## config.mk

```make
export PLATFORM = sky130hd
export DESIGN_NAME = div_64bit_iterative
export DESIGN_NICKNAME = d
export VERILOG_FILES = /design/src/rtl/alu_pkg.sv /design/src/rtl/add_sub_64bit.sv /design/src/rtl/div_64bit_iterative.sv
export SDC_FILE = /design/constraint.sdc
export NUM_CORES = 1
export LEC_CHECK = 0
export CAP_MARGIN = 20
export CORE_AREA = 2 2 222 224
export DETAILED_ROUTE_END_ITERATION = 7
export DIE_AREA = 0 0 224 226
export HOLD_SLACK_MARGIN = 0.15
export PLACE_DENSITY = 0.69
export SETUP_SLACK_MARGIN = 0.02
export SLEW_MARGIN = 20
export SYNTH_ARGS = -nofsm -noshare
export SYNTH_HDL_FRONTEND = slang
export SYNTH_SLANG_ARGS = --single-unit
```

## constraint.sdc

```tcl
create_clock -name clk -period 3.6 [get_ports clk]
set_input_delay 0.54 -clock clk [delete_from_list [all_inputs] [get_ports clk]]
set_output_delay 0.54 -clock clk [all_outputs]
set_load 0.05 [all_outputs]
```

## src/rtl/alu_pkg.sv

```systemverilog
// Shared ALU definitions: operand width, divider state encoding, signed minimum.
// Latency: none (types and constants only).
// Backpressure: not applicable.
package alu_pkg;

  localparam int XLEN  = 64;
  localparam int CNT_W = $clog2(XLEN) + 1;

  typedef enum logic [1:0] {
    ST_IDLE   = 2'd0,
    ST_DIVIDE = 2'd1,
    ST_FIX    = 2'd2
  } div_state_t;

  localparam logic [XLEN-1:0] SIGNED_MIN = 64'h8000_0000_0000_0000;

endpackage

```

## src/rtl/add_sub_64bit.sv

```systemverilog
// 64-bit adder/subtractor: mode=0 computes a+b, mode=1 computes a-b.
// Latency: combinational.
// Backpressure: none; carry_flag=1 on subtract means no borrow occurred.
module add_sub_64bit
  import alu_pkg::*;
(
  input  logic [XLEN-1:0] a,
  input  logic [XLEN-1:0] b,
  input  logic            mode,
  output logic [XLEN-1:0] result,
  output logic            carry_flag
);

  logic [XLEN-1:0] b_eff;

  // Subtract is a + ~b + 1, so the carry out reads as "no borrow"
  assign b_eff = mode ? ~b : b;
  assign {carry_flag, result} = {1'b0, a} + {1'b0, b_eff} + {{XLEN{1'b0}}, mode};

endmodule

```

## src/rtl/div_64bit_iterative.sv

```systemverilog
// Restoring shift-subtract divider for DIV/DIVU/REM/REMU, one quotient bit per cycle.
// Latency: fixed, done pulses in the cycle after the 65th edge following acceptance.
// Backpressure: start is ignored while busy; results hold until the next done.
module div_64bit_iterative
  import alu_pkg::*;
(
  input  logic            clk,
  input  logic            rst,
  input  logic            start,
  input  logic            is_signed,
  input  logic [XLEN-1:0] dividend,
  input  logic [XLEN-1:0] divisor,
  output logic            busy,
  output logic            done,
  output logic [XLEN-1:0] quotient,
  output logic [XLEN-1:0] remainder,
  output logic            div_by_zero,
  output logic            overflow_flag
);

  div_state_t       state_q;
  logic [XLEN-1:0]  dvd_q;       // dividend, shifts left; quotient bits enter at [0]
  logic [XLEN-1:0]  dvs_q;       // |divisor|
  logic [XLEN-1:0]  rem_q;       // partial remainder
  logic [CNT_W-1:0] cnt_q;
  logic             q_neg_q;
  logic             r_neg_q;
  logic             dbz_pend_q;  // flags computed at capture, published at FIX
  logic             ovf_pend_q;
  logic             busy_q;
  logic             done_q;
  logic [XLEN-1:0]  quotient_q;
  logic [XLEN-1:0]  remainder_q;
  logic             dbz_q;
  logic             ovf_q;

  logic [XLEN-1:0]  sh;
  logic [XLEN-1:0]  diff;
  logic             no_borrow;
  logic             take;
  logic [XLEN-1:0]  rem_d;
  logic             sd;
  logic             sv;

  function automatic logic [XLEN-1:0] neg(input logic [XLEN-1:0] x);
    return ~x + {{(XLEN-1){1'b0}}, 1'b1};
  endfunction

  // Trial subtract on the shifted remainder; rem_q[63] is the implicit 65th bit of sh
  assign sh = {rem_q[XLEN-2:0], dvd_q[XLEN-1]};

  add_sub_64bit u_sub (
    .a          (sh),
    .b          (dvs_q),
    .mode       (1'b1),
    .result     (diff),
    .carry_flag (no_borrow)
  );

  assign take  = rem_q[XLEN-1] | no_borrow;
  assign rem_d = take ? diff : sh;
  assign sd    = is_signed & dividend[XLEN-1];
  assign sv    = is_signed & divisor[XLEN-1];

  // Control FSM, iteration datapath and registered results
  always_ff @(posedge clk) begin
    if (rst) begin
      state_q     <= ST_IDLE;
      dvd_q       <= '0;
      dvs_q       <= '0;
      rem_q       <= '0;
      cnt_q       <= '0;
      q_neg_q     <= 1'b0;
      r_neg_q     <= 1'b0;
      dbz_pend_q  <= 1'b0;
      ovf_pend_q  <= 1'b0;
      busy_q      <= 1'b0;
      done_q      <= 1'b0;
      quotient_q  <= '0;
      remainder_q <= '0;
      dbz_q       <= 1'b0;
      ovf_q       <= 1'b0;
    end else begin
      done_q <= 1'b0;
      case (state_q)
        ST_IDLE: begin
          if (start && !busy_q) begin
            dvd_q      <= sd ? neg(dividend) : dividend;
            dvs_q      <= sv ? neg(divisor) : divisor;
            rem_q      <= '0;
            cnt_q      <= '0;
            q_neg_q    <= sd ^ sv;
            r_neg_q    <= sd;
            dbz_pend_q <= (divisor == '0);
            ovf_pend_q <= is_signed && (dividend == SIGNED_MIN) && (divisor == '1);
            busy_q     <= 1'b1;
            state_q    <= ST_DIVIDE;
          end
        end
        ST_DIVIDE: begin
          dvd_q <= {dvd_q[XLEN-2:0], take};
          rem_q <= rem_d;
          cnt_q <= cnt_q + 1'b1;
          if (cnt_q == CNT_W'(XLEN - 1)) begin
            state_q <= ST_FIX;
          end
        end
        ST_FIX: begin
          quotient_q  <= q_neg_q ? neg(dvd_q) : dvd_q;
          remainder_q <= r_neg_q ? neg(rem_q) : rem_q;
          dbz_q       <= dbz_pend_q;
          ovf_q       <= ovf_pend_q;
          done_q      <= 1'b1;
          busy_q      <= 1'b0;
          state_q     <= ST_IDLE;
        end
        default: begin
          state_q <= ST_IDLE;
          busy_q  <= 1'b0;
        end
      endcase
    end
  end

  assign busy          = busy_q;
  assign done          = done_q;
  assign quotient      = quotient_q;
  assign remainder     = remainder_q;
  assign div_by_zero   = dbz_q;
  assign overflow_flag = ovf_q;

endmodule

```

# Word level (Yosys, flattened, before mapping)
# Cells that the tools add are included.
totals:
  output_inout_bits: 132
  inputBits: 132
  regBits: 337
classes:
  eq_ne: 7
  mux: 17
  n_reduce_logical: 11
  addsub: 7
  n_bitwise: 10
ops:
  columns: ["cell", "n"]
  rows:
  - ["64-bit two-way mux", 7]
  - ["64-bit inverter", 5]
  - ["64-bit by 1-bit adder with 64-bit output, second input constant", 4]
  - ["64-bit one-hot mux with 2 select lines", 2]
  - ["64-bit == test, second input constant", 2]
  - ["64-bit by 64-bit adder with 65-bit output", 1]
  - ["65-bit by 1-bit adder with 65-bit output, second input constant", 1]
  - ["64-bit logical NOT", 1]
  - ["7-bit one-hot mux with 2 select lines", 1]
  - ["2-bit AND reduction", 4]
  - ["7-bit by 1-bit adder with 7-bit output, second input constant", 1]
  - ["7-bit by 6-bit == test with 1-bit output, second input constant", 1]
  - ["7-bit two-way mux", 1]
  - ["2-bit two-way mux", 2]
  - ["2-bit != test, second input constant", 2]
  - ["2-bit one-hot mux with 2 select lines", 1]
  - ["1-bit logical AND", 3]
  - ["1-bit bitwise AND", 2]
  - ["2-bit by 1-bit == test with 1-bit output, second input constant", 1]
  - ["2-bit == test, second input constant", 1]
  - ["2-bit logical NOT", 1]
  - ["1-bit two-way mux", 2]
  - ["1-bit one-hot mux with 2 select lines", 1]
  - ["2-bit nonzero test", 1]
  - ["4 further kinds", 4]

# Logic depth before layout (Yosys ltp)
logic_depth:
  ltp_word: 6
  mapped_depth: 15
  ltp_nobuf: 13

# By module
# Synthesis repeated with hierarchy kept, for this count alone.
unflattened:
  cells_unflattened: 3017
  hier_area_um2: 22743.1
by_module_without_submodules:
  columns: ["mod", "instances", "seq_area_each_um2", "cells_per_inst", "area_each_um2"]
  rows:
  - ["div_64bit_iterative", 1, 6746.5, 2388, 18397.6]
  - ["add_sub_64bit", 1, 0.0, 629, 4345.4]

# Worst setup path before layout
# OpenSTA, ideal clock, no wires.
synth_path:
  path_kind: "in2reg"
  startpoint: "input port dividend[13]"
  endpoint: "register dvd_q[60]"
  t_arrival_ps: 3487
  setup_time_ps: 131
  path_buffers: 0
  cell_stages: 9
  path_slack_ps: -18
  path_cell_list: "or4_4 -> or4_1 -> nor4_4 -> or3b_1 -> or4b_1 -> or2_1 -> o41ai_2 -> xor2_1 -> o22ai_1"
synth_between:
  elab_chain_len: 5
synth_rtl:
  columns: ["element", "line", "source"]
  rows:
  - ["start: declaration", "div_64bit_iterative.sv:11", "input logic [XLEN-1:0] dividend,"]
  - ["64-bit inverter", "div_64bit_iterative.sv:46", "return ~x + {{(XLEN-1){1'b0}}, 1'b1};"]
  - ["64-bit by 1-bit adder with 64-bit output", "div_64bit_iterative.sv:46", null]
  - ["64-bit two-way mux", "div_64bit_iterative.sv:88", "dvd_q <= sd ? neg(dividend) : dividend;"]
  - ["64-bit two-way mux", "div_64bit_iterative.sv:87", "if (start && !busy_q) begin"]
  - ["64-bit one-hot mux with 2 select lines", "div_64bit_iterative.sv:85", "case (state_q)"]
  - ["end signal: assignment", "div_64bit_iterative.sv:88", null]
  - ["end signal: assignment", "div_64bit_iterative.sv:101", "dvd_q <= {dvd_q[XLEN-2:0], take};"]
  - ["end: declaration", "div_64bit_iterative.sv:22", "logic [XLEN-1:0] dvd_q;"]
# No other way between the ends. The select of a mux whose other input is x is not followed.
# A chain may end at the register's enable or synchronous reset.

# Worst setup path after layout
layout_path:
  startpoint: "register rem_q[10]"
  endpoint: "register remainder_q[45], in the netlist remainder[45]"
layout_between:
  elab_chain_len: 3
layout_rtl:
  columns: ["element", "line", "source"]
  rows:
  - ["start: declaration", "div_64bit_iterative.sv:24", "logic [XLEN-1:0] rem_q;"]
  - ["start signal: assignment", "div_64bit_iterative.sv:102", "rem_q <= rem_d;"]
  - ["64-bit inverter", "div_64bit_iterative.sv:46", null]
  - ["64-bit by 1-bit adder with 64-bit output", "div_64bit_iterative.sv:46", null]
  - ["64-bit two-way mux", "div_64bit_iterative.sv:110", "remainder_q <= r_neg_q ? neg(rem_q) : rem_q;"]
  - ["end signal: assignment", "div_64bit_iterative.sv:110", null]
  - ["end: declaration", "div_64bit_iterative.sv:33", "logic [XLEN-1:0] remainder_q;"]
# No other way between the ends.

==> impl_metrics.toml <==
[route]
drt_wl_total_mm = 74.9
vias_per_cell = 5.84
num_vias = 22600
drc_errors = 0
drtPass1Iterations = 6
antenna_left = 0
drtIter0Drc = 1717
wl_per_cell_um = 19.4

[floorplan]
pin_count = 264
die_w_um = 224
core_area_mm2 = 0.0483
die_area_mm2 = 0.0506
initial_utilization_pct = 44.5
row_count = 81
die_y_um = 226

[cts]
cts_made_buffers = 40
clk_latency_ps = 590
cts_sinks = 337
cts_tree = "built"
cts_hold_buffers = 0
htree_levels = 2
clkTransAtPathRegs_ps = 60
cts_buffer_depth = 3
cts-root-buf = "clkbuf_16"

[run_status]
outcome = "complete, no violations"

[synth]
synthArstFlopShare_pct = 0
synth-xor-area-share_pct = 11.5
syn_inst = 2831
synth-edff-count = 0
ys_warn_count = 0
yosysTopAreaCell = "dfxtp_1"
synth_top_area_share_pct = 31.3
ys.flop_type = "dfxtp_1"
ys_types = 74
synth_top_family_by_area = "compound AO/OA/AOI/OAI gates"
synthSimpleGateAreaFrac_pct = 20.9
synth_compound_area_share_pct = 26.9
ys_ff_latch = 337
ys_top_cells_by_area = "dfxtp_1, xor2_1, a21oi_1, nand2_1, nor2_1"
synthAdderAreaFrac_pct = 4.16
seq_area_frac_synth_pct = 31.3
syn_area_mm2 = 0.0215
avgSynthCellArea_um2 = 7.61
mappedNetlistNets = 3034
muxShareOfSynthArea_pct = 0.430

[flow_run]
drv_cap = 0

[worst_setup_path]
reg2reg_depth = 10
critPathRequiredTime_ps = 4090
critPathKind = "reg -> reg"
start_kind = "register"
cp.arrival_ps = 4020
critPathMaxFanout = 8
crit_path_end_kind = "register"

[hold_path]
hold_depth = 2
hold_path_class = "reg -> reg"

[place]
placed_cell_area_mm2 = 0.0264
hpwlAfterDp_mm = 57.1
port_buffers = 263
place_congestion = 0.952

[power_and_ir_drop]
p_per_area_mw_per_mm2 = 375
leakagePower_nw = 10.7
ir_worst_vdd_uv = 276

[sta]
hold_viol = 0
finalSetupViolCount = 0
tns_ps = 0
slew_headroom_pct = 30.1
fin_crit_ps = 3540
slew_violations = 0
worstMarginPinSlew_ps = 1050
whs_ps = 449
rsz0062_at_grt = "yes"
clock.fmax_mhz = 283
timing.final.crit_share_pct = 98.2
fin_skew_ps = 23.2

[final_layout]
syn_to_final_growth_pct = 29.5
layout_commonest_cell = "dfxtp_1"
antennaDiodeCount = 0
nFillCells = 4449
drive_above_1_share_pct = 12.2
mostFrequentLayoutCells = "dfxtp_1, nand2_1, nor2_1"
nNetsFinal = 3424
fin_area_mm2 = 0.0279

[global_route]
antenna_found_initial = 4
grt_max_degree = 161
grt_pass1_wl_mm = 116
grt_usage_pct = 28.8
overflow = 0
grt_pass1_vias = 21300
## state kept, by name, indices dropped and copies added (netlist names)
name           flops
quotient          64
rem_q             64
overflow_flag      1
div_by_zero        1
busy               1
ovf_pend_q         1
r_neg_q            1
dvs_q             64
dvd_q             64
remainder         64
dbz_pend_q         1
q_neg_q            1
state_q            2
cnt_q              7
done               1
## where the power goes
group	internal [mW]	total, mW	switching, mW
clock	2.51	4.18	1.68
sequential	3.88	4.04	0.160
combinational	0.885	2.24	1.35
## logic make-up (layout without fill, tap and decap cells)
group	count (synthesis)	in the layout
AOI/OAI and AO/OA	897	897
DFF	337	337
xor gates and xnor gates	282	282
muxes	9	9
and+or+nand+nor	964	964
adders and majority gates	71	71
buffers and inverters	271	689
## stage by stage
step	util, %	cells	worst slack, ps	total power [mW]
after global routing	57.7	3871	-24.2	10.9
after global placement	54.6	3800	-677	6.27
after CTS	57.4	3870	-70.1	10.5
final	57.7	3871	63.8	10.5
after detailed placement	54.6	3800	-737	6.29
after floorplan	-	2831	-11.4	5.45
## what timing repair did
| action | CTS | global route |
|---|---|---|
| pin swaps | 0 | 17 |
| setup endpoints to repair | 17 | 59 |
| gates resized for setup | 5 | 31 |
| buffers inserted | 0 | 1 |
| gates cloned | 0 | 0 |
## metal layers
metal / GRT usage, % / share of wire (%) / vias up
met3: 5.05 / 6.5 / 167
li1: - / - / 11000
met1: 38.0 / 45 / 10700
met5: 0 / 0.035 / -
met2: 46.5 / 45 / 756
met4: 11.5 / 3.9 / 6
## cells in the mapped netlist, types with 21 or more instances
cell type / instances
a21oi_1: 251
nand2b_1: 30
xnor2_1: 99
a31oi_1: 21
or2_2: 21
o21ai_0: 186
a211oi_1: 145
nor2_1: 303
ha_1: 70
nand2_1: 314
nor4_1: 27
or4_1: 25
xor2_1: 183
nor3_1: 59
o31ai_1: 57
dfxtp_1: 337
o41ai_1: 30
a22oi_1: 82
nand3_1: 27
clkbuf_1: 164
inv_1: 98
nand4_1: 41
or3_1: 46
## area by class of cell
cell class / count / area, µm² / area share (%)
clock buffers: 59 / 1190 / 4.28
multi-input cells: 2223 / 14000 / 50.1
repair buffers: 521 / 4690 / 16.8
inverters: 98 / 368 / 1.32
well taps: 622 / 778 / 2.79
flip-flops and latches: 337 / 6750 / 24.2
clock inverters: 11 / 145 / 0.521
## critical path, stage by stage, from the launching register on
cell and delay (ps):
dfxtp_1 310, or4_4 540, or3_4 390, or4_4 530, or2_4 250, or4_4 460
or2_4 330, o31ai_4 220, xnor2_2 180, nor2_1 60, nor3_1 180
## path summary, 6_finish.rpt
path	startpoint	endpoint	slack [ps]
setup / recovery	rem_q[10]	remainder[45]	60
hold / removal	remainder[39]	remainder[39]	450
setup reg to reg	rem_q[10]	remainder[45]	60
hold reg to reg	remainder[39]	remainder[39]	450
Power figures use the tool's default switching activity.
